### src/rtl/pipe_pkg.sv
// Shared types and constants for the ID->EX pipeline stage.
// Bit positions of the packed control byte and the default payload layout.
package pipe_pkg;

  localparam int unsigned CTRL_W = 8;

  localparam int unsigned CTRL_BRANCH   = 7;
  localparam int unsigned CTRL_MEMREAD  = 6;
  localparam int unsigned CTRL_MEMTOREG = 5;
  localparam int unsigned CTRL_MEMWRITE = 4;
  localparam int unsigned CTRL_REGWRITE = 3;
  localparam int unsigned CTRL_ALUSRC   = 2;
  localparam int unsigned CTRL_ALUOP    = 0;  // aluop occupies [1:0]

  localparam int unsigned XLEN_DEF    = 64;
  localparam int unsigned REG_AW_DEF  = 5;
  localparam int unsigned FUNCT_W_DEF = 4;

  // Field order matches the flat vector packed by id_ex_pipe_stage (ctrl in the LSBs).
  typedef struct packed {
    logic [XLEN_DEF-1:0]    pc;
    logic [XLEN_DEF-1:0]    rs1_data;
    logic [XLEN_DEF-1:0]    rs2_data;
    logic [XLEN_DEF-1:0]    imm;
    logic [REG_AW_DEF-1:0]  rs1;
    logic [REG_AW_DEF-1:0]  rs2;
    logic [REG_AW_DEF-1:0]  rd;
    logic [FUNCT_W_DEF-1:0] funct;
    logic [CTRL_W-1:0]      ctrl;
  } id_ex_payload_t;

  function automatic int unsigned payload_width(input int unsigned xlen,
                                                input int unsigned reg_aw,
                                                input int unsigned funct_w);
    return 4 * xlen + 3 * reg_aw + funct_w + CTRL_W;
  endfunction

endpackage

### src/rtl/pipe_skid_slot.sv
// One pipeline slot: payload register plus valid flag, with load and clear.
// Clear has priority over load and zeroes the stored payload as well as valid.
module pipe_skid_slot #(
  parameter int unsigned Width = 8
) (
  input  logic             clk,
  input  logic             reset,
  input  logic             load,
  input  logic             clear,
  input  logic [Width-1:0] d,
  output logic             valid,
  output logic [Width-1:0] q
);

  always_ff @(posedge clk or negedge reset) begin
    if (!reset) begin
      valid <= 1'b0;
      q     <= '0;
    end else if (clear) begin
      valid <= 1'b0;
      q     <= '0;
    end else if (load) begin
      valid <= 1'b1;
      q     <= d;
    end
  end

endmodule

### src/rtl/id_ex_pipe_stage.sv
// ID->EX pipeline register with valid/ready handshake and a one-entry skid slot.
// in_ready comes straight from the skid valid flop, so it never depends on out_ready.
module id_ex_pipe_stage
  import pipe_pkg::*;
#(
  parameter int unsigned XLEN    = 64,
  parameter int unsigned REG_AW  = 5,
  parameter int unsigned FUNCT_W = 4
) (
  input  logic               clk,
  input  logic               reset,
  input  logic               flush,
  input  logic               bubble,
  input  logic               in_valid,
  output logic               in_ready,
  input  logic [XLEN-1:0]    in_pc,
  input  logic [XLEN-1:0]    in_rs1_data,
  input  logic [XLEN-1:0]    in_rs2_data,
  input  logic [XLEN-1:0]    in_imm,
  input  logic [REG_AW-1:0]  in_rs1,
  input  logic [REG_AW-1:0]  in_rs2,
  input  logic [REG_AW-1:0]  in_rd,
  input  logic [FUNCT_W-1:0] in_funct,
  input  logic [CTRL_W-1:0]  in_ctrl,
  output logic               out_valid,
  input  logic               out_ready,
  output logic [XLEN-1:0]    out_pc,
  output logic [XLEN-1:0]    out_rs1_data,
  output logic [XLEN-1:0]    out_rs2_data,
  output logic [XLEN-1:0]    out_imm,
  output logic [REG_AW-1:0]  out_rs1,
  output logic [REG_AW-1:0]  out_rs2,
  output logic [REG_AW-1:0]  out_rd,
  output logic [FUNCT_W-1:0] out_funct,
  output logic [CTRL_W-1:0]  out_ctrl
);

  localparam int unsigned PayloadW = payload_width(XLEN, REG_AW, FUNCT_W);

  logic [PayloadW-1:0] in_payload;
  logic [PayloadW-1:0] m_d, m_q, s_q;
  logic                m_valid, s_valid;
  logic                m_load, m_clear, s_load, s_clear;
  logic                accept, drain;
  logic [CTRL_W-1:0]   m_ctrl;

  assign in_payload = {in_pc, in_rs1_data, in_rs2_data, in_imm, in_rs1, in_rs2, in_rd, in_funct,
                       (bubble ? {CTRL_W{1'b0}} : in_ctrl)};

  assign in_ready = !s_valid;
  assign accept   = in_valid & in_ready;
  assign drain    = m_valid & out_ready;

  // Flush overrides every other event; a skid entry refills main as soon as main drains.
  always_comb begin
    m_load  = 1'b0;
    m_clear = 1'b0;
    s_load  = 1'b0;
    s_clear = 1'b0;
    m_d     = in_payload;
    if (flush) begin
      m_clear = 1'b1;
      s_clear = 1'b1;
    end else begin
      if (s_valid && drain) begin
        m_load  = 1'b1;
        m_d     = s_q;
        s_clear = 1'b1;
      end else if (accept && (!m_valid || drain)) begin
        m_load = 1'b1;
      end else if (drain && !accept) begin
        m_clear = 1'b1;
      end
      if (accept && m_valid && !drain) begin
        s_load = 1'b1;
      end
    end
  end

  pipe_skid_slot #(
    .Width(PayloadW)
  ) u_main (
    .clk  (clk),
    .reset(reset),
    .load (m_load),
    .clear(m_clear),
    .d    (m_d),
    .valid(m_valid),
    .q    (m_q)
  );

  pipe_skid_slot #(
    .Width(PayloadW)
  ) u_skid (
    .clk  (clk),
    .reset(reset),
    .load (s_load),
    .clear(s_clear),
    .d    (in_payload),
    .valid(s_valid),
    .q    (s_q)
  );

  assign {out_pc, out_rs1_data, out_rs2_data, out_imm, out_rs1, out_rs2, out_rd, out_funct,
          m_ctrl} = m_q;

  assign out_valid = m_valid;
  assign out_ctrl  = m_ctrl & {CTRL_W{m_valid}};

endmodule

### config.mk
export PLATFORM = sky130hd
export DESIGN_NAME = id_ex_pipe_stage
export DESIGN_NICKNAME = d
export VERILOG_FILES = /design/src/rtl/pipe_pkg.sv /design/src/rtl/pipe_skid_slot.sv /design/src/rtl/id_ex_pipe_stage.sv
export SDC_FILE = /design/constraint.sdc
export NUM_CORES = 1
export LEC_CHECK = 0
export CORE_ASPECT_RATIO = 2
export CORE_UTILIZATION = 50
export DETAILED_ROUTE_END_ITERATION = 7
export GPL_ROUTABILITY_DRIVEN = 0
export PLACE_DENSITY = 0.78
export RECOVER_POWER = 100
export SETUP_SLACK_MARGIN = 0.4
export SLEW_MARGIN = 20
export SYNTH_ARGS = -nofsm -noshare
export SYNTH_HDL_FRONTEND = slang
export SYNTH_SLANG_ARGS = --single-unit
### constraint.sdc
create_clock -name clk -period 3.3 [get_ports clk]
set_input_delay 0.99 -clock clk [delete_from_list [all_inputs] [get_ports clk]]
set_output_delay 0.99 -clock clk [all_outputs]
set_load 0.05 [all_outputs]
==> results of run 1 <==
==> critical path: stages <==
cell and delay, ns:
dlygate4sd3_1 0.63, nand4b_1 0.25, buf_12 0.19, clkbuf_2 0.69, buf_4 0.35, mux2i_1 0.24
o2bb2ai_1 0.09
==> power groups by stage <==
stage	combinational [W]	clock [W]	sequential, W
floorplan	0.00215	0	0.00759
global placement	0.00317	0	0.00767
detailed placement	0.00322	0	0.00768
CTS	0.00323	0.00611	0.00756
global route	0.00325	0.00635	0.00758
finish	0.00309	0.00602	0.00755
==> final cells by class <==
type                    count  share of cell area [%]
multi-input cells        1429                   30.04
flip-flops and latches    568                   42.33
clock inverters            25                  0.6781
diodes                     17                  0.1267
well taps                 676                   2.519
inverters                  10                  0.1118
repair buffers            648                   19.90
clock buffers              66                   4.292
==> registers in the layout (all words and copies together), names as in the netlist <==
register and cells:
u_main.q 283, u_skid.q 283, u_main.valid 1, u_skid.valid 1
==> layout by cell type, fill, tap and decap left out, drive strengths merged <==
cell type / count
nand2: 2
dfrtp: 568
bufinv: 3
inv: 13
a211o: 1
a21boi: 1
mux2i: 276
nand2b: 284
dlygate4sd3: 274
nand3: 275
dlygate4sd2: 4
o21ai: 275
and2: 8
clkdlybuf4s50: 285
o32ai: 8
o2bb2ai: 283
clkbuf: 89
mux2: 8
nor3b: 2
clkinv: 17
clkinvlp: 2
or3b: 1
nand4b: 1
buf: 62
nor2b: 1
a21oi: 1
diode: 17
a211oi: 2
==> layer usage <==
layer,GRT usage (%),part of all wire [%],wire (um),up-vias
li1,-,-,-,8994
met4,16.73,5.8,4610,2
met1,33.82,38,30200,10370
met5,0,0.016,13,-
met2,46.75,49,39220,887
met3,5.743,7.1,5632,193
==> per-stage QoR <==
step           hold slack (ns)  instances  setup slack (ns)  util, %  power (W)
4_1_cts                 0.3452       3422            0.4074    62.03    0.01690
6_report                0.4823       3439            0.2979    61.78    0.01666
2_1_floorplan           0.4487       2504            0.7809        -   0.009739
3_5_place_dp            0.4703       3331            0.2883    58.97    0.01090
3_3_place_gp            0.4650       3331            0.3367    58.97    0.01084
5_1_grt                 0.4943       3439            0.1822    61.78    0.01718
==> cell usage after synthesis, drive strengths merged <==
cell     instances
nand2b         284
o21ai          275
o32ai            8
a211o            1
nor3b            2
inv             10
nand4b           1
clkbuf         117
o2bb2ai        283
mux2             8
a21oi            1
nand2            2
dfrtp          568
a211oi           2
mux2i          276
nand3          275
and2             8
or3b             1
buf            380
nor2b            1
a21boi           1
==> logic make-up after synthesis <==
kind of cell | count (synthesis) | share of synthesized area (%)
flip-flops | 568 | 51.84
AND/OR/NAND/NOR | 574 | 11.88
AO/OA/AOI/OAI | 571 | 14.51
buffers and inverters | 507 | 11.37
multiplexers | 284 | 10.40
==> worst max path at each step <==
stage                             start  cells after the start  slack (ns)          endpoint
after floorplan            u_main.valid                      3        0.78       out_ctrl[0]
after global placement        out_ready                      6        0.34     u_skid.q[143]
after detailed placement      out_ready                      6        0.29     u_main.q[107]
after CTS                 u_main.q[193]                      1        0.41  out_rs1_data[38]
after global routing          out_ready                      7        0.18     u_main.q[201]
final                         out_ready                      7        0.30     u_main.q[201]
==> what timing repair did <==
| item | 4_1_cts | 5_1_grt |
|---|---|---|
| resized for setup | 4 | 0 |
| setup buffers | 0 | 0 |
| endpoints found under the setup margin | 4 | 0 |
==> summary.md, run 1 <==
| Metric | Value |
|---|---|
| Synth area leader | dfrtp_1 |
| Hold Fails Final Rpt | 0 |
| Number of I/O port buffers | 573 |
| Status | finished, violations left |
| Req. time, crit path | 3.74 ns |
| Mapped Nets | roughly 2800 |
| RSZ-0062 raised after global routing | no |
| Drt first pass iters | 5 |
| Antenna viol nets, final | 0 |
| Slew Limit Fails | 51 |
| Worst slew pin tran | 1.888 ns |
| Top cells by area, synth | dfrtp_1 (52%), mux2i_1 (10%), o2bb2ai_1 (9.0%) |
| Post-Syn Area per Cell | 10.95 sq um |
| Die Ht | between 300 and 400 um |
| Cells after Synth | 2504 |
| Fmax | 333.1 MHz |
| Number of global-route vias before repair | 21290 |
| PwrDens | 496.3 nW/um^2 |
| Top cell type's share of synthesized area | 51.84% |
| Crit path DAT | 3.44 ns |
| R2R Path End | u_main.q[208] |
| # setup viols final | 0 |
| Initial cell density of the core | 50.45% |
| DR vias | about 20000 |
| Hold path cells | 1 |
| Sw power | roughly 0.005 W |
| Synthesized area | 27420 sq um |
| Initial antenna violation count | 18 |
| Peak supply drop | 0.4566 mV |
| TNS Setup | 0 ns |
| WHS Endpoint | u_main.q[209] |
| Final HPWL DP | 52500 um |
| Synthesis Warnings | 0 |
| Synth unique cells | 28 |
| Clock Pin Slew Worst Setup and Hold Paths | 0.06 ns |
| Final wirelength | 79680 um |
| Hold buffers post-CTS | 0 |
| Via/cell ratio | between 5 and 6 |
| Critical Path Source Type | primary input |
| Max-cap viol count | 1 |
| Drt wl/cell | 23.17 um |
| CTS tree | built |
| Synth Register Bits | 568 |
| Clock Skew | 0.01421 ns |
| Largest net degree at the start of global routing | 181 |
| Max Root-Sink Buffers | 3 |
| Sequential-to-total area share from yosys stat | between 50% and 60% |
| Sink Count | 568 |
| Area of the multi-input gates | 10090 sq um |
| Clock share of power | about 36% |
| Seq pwr share | 45.3% |
| Nets | 2996 |
| Layout fillers | between 4000 and 5000 |
| DRC viols | 0 |
| GRT overflow | 0 |
| R2R setup slack | 0.71 ns |
| Clk Latency, worst-skew pair | a little under 0.6 ns |
| Layout cells sized above 1 | 6.300% |
| Static Leakage | 16.26 nW |
| Final min period | 3.002 ns |
| Slew Limit Headroom | -25.87% |
| FF+latch area | 14210 sq um |
| Global-route wire length before repair | about 120000 um |
| Hold Crit Start | u_main.q[209] |
| Initial DRC count | around 1700 |
| Core Area | 54350 sq um |
| CTS Root Cell | clkbuf_16 |
| Hold Crit Class | reg2reg |
| R2R cell count | 4 |
| FP Rows | ~120 |
| Final instance area | 33580 sq um |
| Comb pwr share | a little under a fifth |
| Die area | approximately 56000 sq um |
| Failing checks | capacitance limit, slew limit |
| H-tree depth | 2 |
| CP endpoint kind | register |
| Die W | 167.6 um |
| I/O Pins | between 500 and 600 |
| Global-route usage over all layers | between 20 and 30% |
| Crit path kind | in2reg |
| Placed instance area | about 32000 sq um |
| Switch share | between 20 and 30% |
| P&R area growth vs syn | 22.48% |
| Max FO, Critical Path | 23 |
| CTS buffer count | 50 |
| RR Startpoint | u_skid.valid |
| Internal | 0.01169 W |
| Period utilisation layout | 90.97% |
No activity file was read; power rests on OpenSTA's default activity.
==> run 2: changes to the inputs <==
Settings changed: CELL_PAD_IN_SITES_DETAIL_PLACEMENT set to 1, CELL_PAD_IN_SITES_GLOBAL_PLACEMENT set to 2, CORE_UTILIZATION 50 to 36, PLACE_DENSITY 0.78 to unset, PLACE_DENSITY_LB_ADDON set to 0.1.
==> summary.md, run 2 (same netlist as run 1, synthesis figures left out) <==
| Metric | Value |
|---|---|
| DR vias | 20070 |
| Post-CTS Setup Inserts | 0 |
| Most frequent cells in the layout | dfrtp_1 (568), clkdlybuf4s50_1 (285), nand2b_1 (284) |
| PwrDens | approximately 500 nW/um^2 |
| Number of global-route vias before repair | approximately 22000 |
| Final wirelength | approximately 90000 um |
| Largest net degree at the start of global routing | 183 |
| Non-Filler Instances | 3782 |
| Critical Path Source Type | primary input |
| Initial cell density of the core | 36.48% |
| Nets | 3012 |
| RSZ-0062 raised after global routing | no |
| R2R setup slack | 0.66 ns |
| Commonest non-fill, non-tap cell in the layout | dfrtp_1 |
| Post-cts resize count | between 50 and 60 |
| # setup viols final | 0 |
| Hold buffers post-CTS | 0 |
| Die Ht | 392.3 um |
| CP endpoint kind | register |
| Crit path launch | out_ready |
| FP Rows | 142 |
| Crit path kind | in2reg |
| Die area | 77330 sq um |
| Internal | roughly 0.012 W |
| I/O Pins | 574 |
| Final min period | between 2 and 3 ns |
| Drt wl/cell | between 20 and 25 um |
| Crit path DAT | 3.47 ns |
| Failing checks | capacitance limit, slew limit |
| Worst slew pin tran | 2.360 ns |
| Final WS setup | 0.3404 ns |
| RR Startpoint | u_main.valid |
| Layout cells sized above 1 | 6.872% |
| Inst Count DP | roughly 3700 |
| Clock Skew | ~0.011 ns |
| Req. time, crit path | 3.81 ns |
| H-tree depth | 2 |
| Initial antenna violation count | 27 |
| P&R area growth vs syn | 24.83% |
| Antenna viol nets, final | 0 |
| Static Leakage | 16.38 nW |
| Hold Fails Final Rpt | 0 |
| Biggest regs | u_main.q: 283 flops, u_skid.q: 283 flops |
| Period utilisation layout | 89.68% |
| CTS Root Cell | clkbuf_16 |
| Clock share of power | 37.3% |
| GRT overflow | 0 |
| TNS Setup | 0 ns |
| Final HPWL DP | between 50000 and 60000 um |
| Fmax | 337.9 MHz |
| Number of I/O port buffers | 573 |
| CTS tree | built |
| Max Root-Sink Buffers | 3 |
| Switch share | 30.14% |
| Global-route wire length before repair | approximately 140000 um |
| Status | finished, violations left |
| Comb pwr share | a little under a fifth |
| Slew Limit Fails | 139 |
| Hold Crit Class | reg2reg |
| Slew Limit Headroom | -57.36% |
| Clock Pin Slew Worst Setup and Hold Paths | roughly 0.060 ns |
| Post-Place Setup Slack | a little over 0.3 ns |
| DRC viols | 0 |
| Die W | roughly 200 um |
| Seq pwr share | 44.3% |
| Via/cell ratio | roughly 5.3 |
| Max FO, Critical Path | 78 |
| CTS buffer count | 54 |
| Sw power | 0.005143 W |
| Sink Count | 568 |
| Global-route usage over all layers | 23.39% |
| Initial DRC count | between 800 and 900 |
| Peak supply drop | 0.3444 mV |
| Drt first pass iters | 5 |
| Core Area | 75150 sq um |
| Hold Crit Start | u_main.q[125] |
| Max-cap viol count | 2 |
| Clk Latency, worst-skew pair | 0.61 ns |
-- run 2: cell count changes in the layout (fill, tap and decap cells not counted), sizes merged --
cell,before,now
diode,17,9
clkdlybuf4s15,0,7
dlygate4sd3,274,233
bufinv,3,2
clkinv,17,11
buf,62,82
clkinvlp,2,3
dlygate4sd2,4,33
dlymetal6s4s,0,1
clkbuf,89,101
inv,13,10
-- run 2: final timing paths --
check | end | depth (start not counted)
max in group asynchronous | u_main.q[225] | 3
worst min-delay path | u_main.q[125] | 1
worst max-delay path | u_main.q[82] | 5
worst max register to register | u_main.q[82] | 4
worst min register to register | u_main.q[125] | 1
min in group asynchronous | u_skid.q[156] | 1
-- run 2: final cells by class --
type | instances | area (sq um)
Clock inverter | 16 | 141.4
Inverter | 10 | 37.54
Fill cell | 8077 | 40930
Timing Repair Buffer | 660 | 6832
Clock buffer | 82 | 1620
Sequential cell | 568 | 14210
Multi-Input combinational cell | 1429 | 10100
Tap cell | 1008 | 1261
Antenna cell | 9 | 22.52
-- run 2: power by group through the flow --
stage | Combinational [W] | Sequential [W] | Clock, W
floorplan | 0.00215 | 0.00759 | 0
global placement | 0.00327 | 0.00768 | 0
detailed placement | 0.00331 | 0.00769 | 0
CTS | 0.00330 | 0.00757 | 0.00658
global route | 0.00334 | 0.00760 | 0.00678
finish | 0.00315 | 0.00756 | 0.00636
-- run 2: critical path: stages --
cell	delay, ns
dlygate4sd3_1	0.59
buf_4	0.18
a211oi_2	0.47
clkbuf_4	0.96
o2bb2ai_1	0.20
-- run 2: routing by layer --
layer / up-vias / track usage, % / part of all wire [%]
met5: - / 0 / 0.25
met4: 34 / 6.512 / 2.3
met3: 130 / 7.486 / 7.9
met2: 573 / 37.83 / 47
met1: 10320 / 29.83 / 42
li1: 9015 / - / -
-- run 2: per-stage QoR --
step | utilization (%) | area [sq um] | total power, W | hold WS (ns)
after floorplan | - | 27420 | 0.009739 | 0.4487
after global placement | 43.39 | 32610 | 0.01096 | 0.4700
after detailed placement | 43.39 | 32610 | 0.01100 | 0.4709
after CTS | 45.69 | 34340 | 0.01745 | 0.2570
after global routing | 45.54 | 34220 | 0.01772 | 0.4956
final | 45.54 | 34230 | 0.01707 | 0.4817
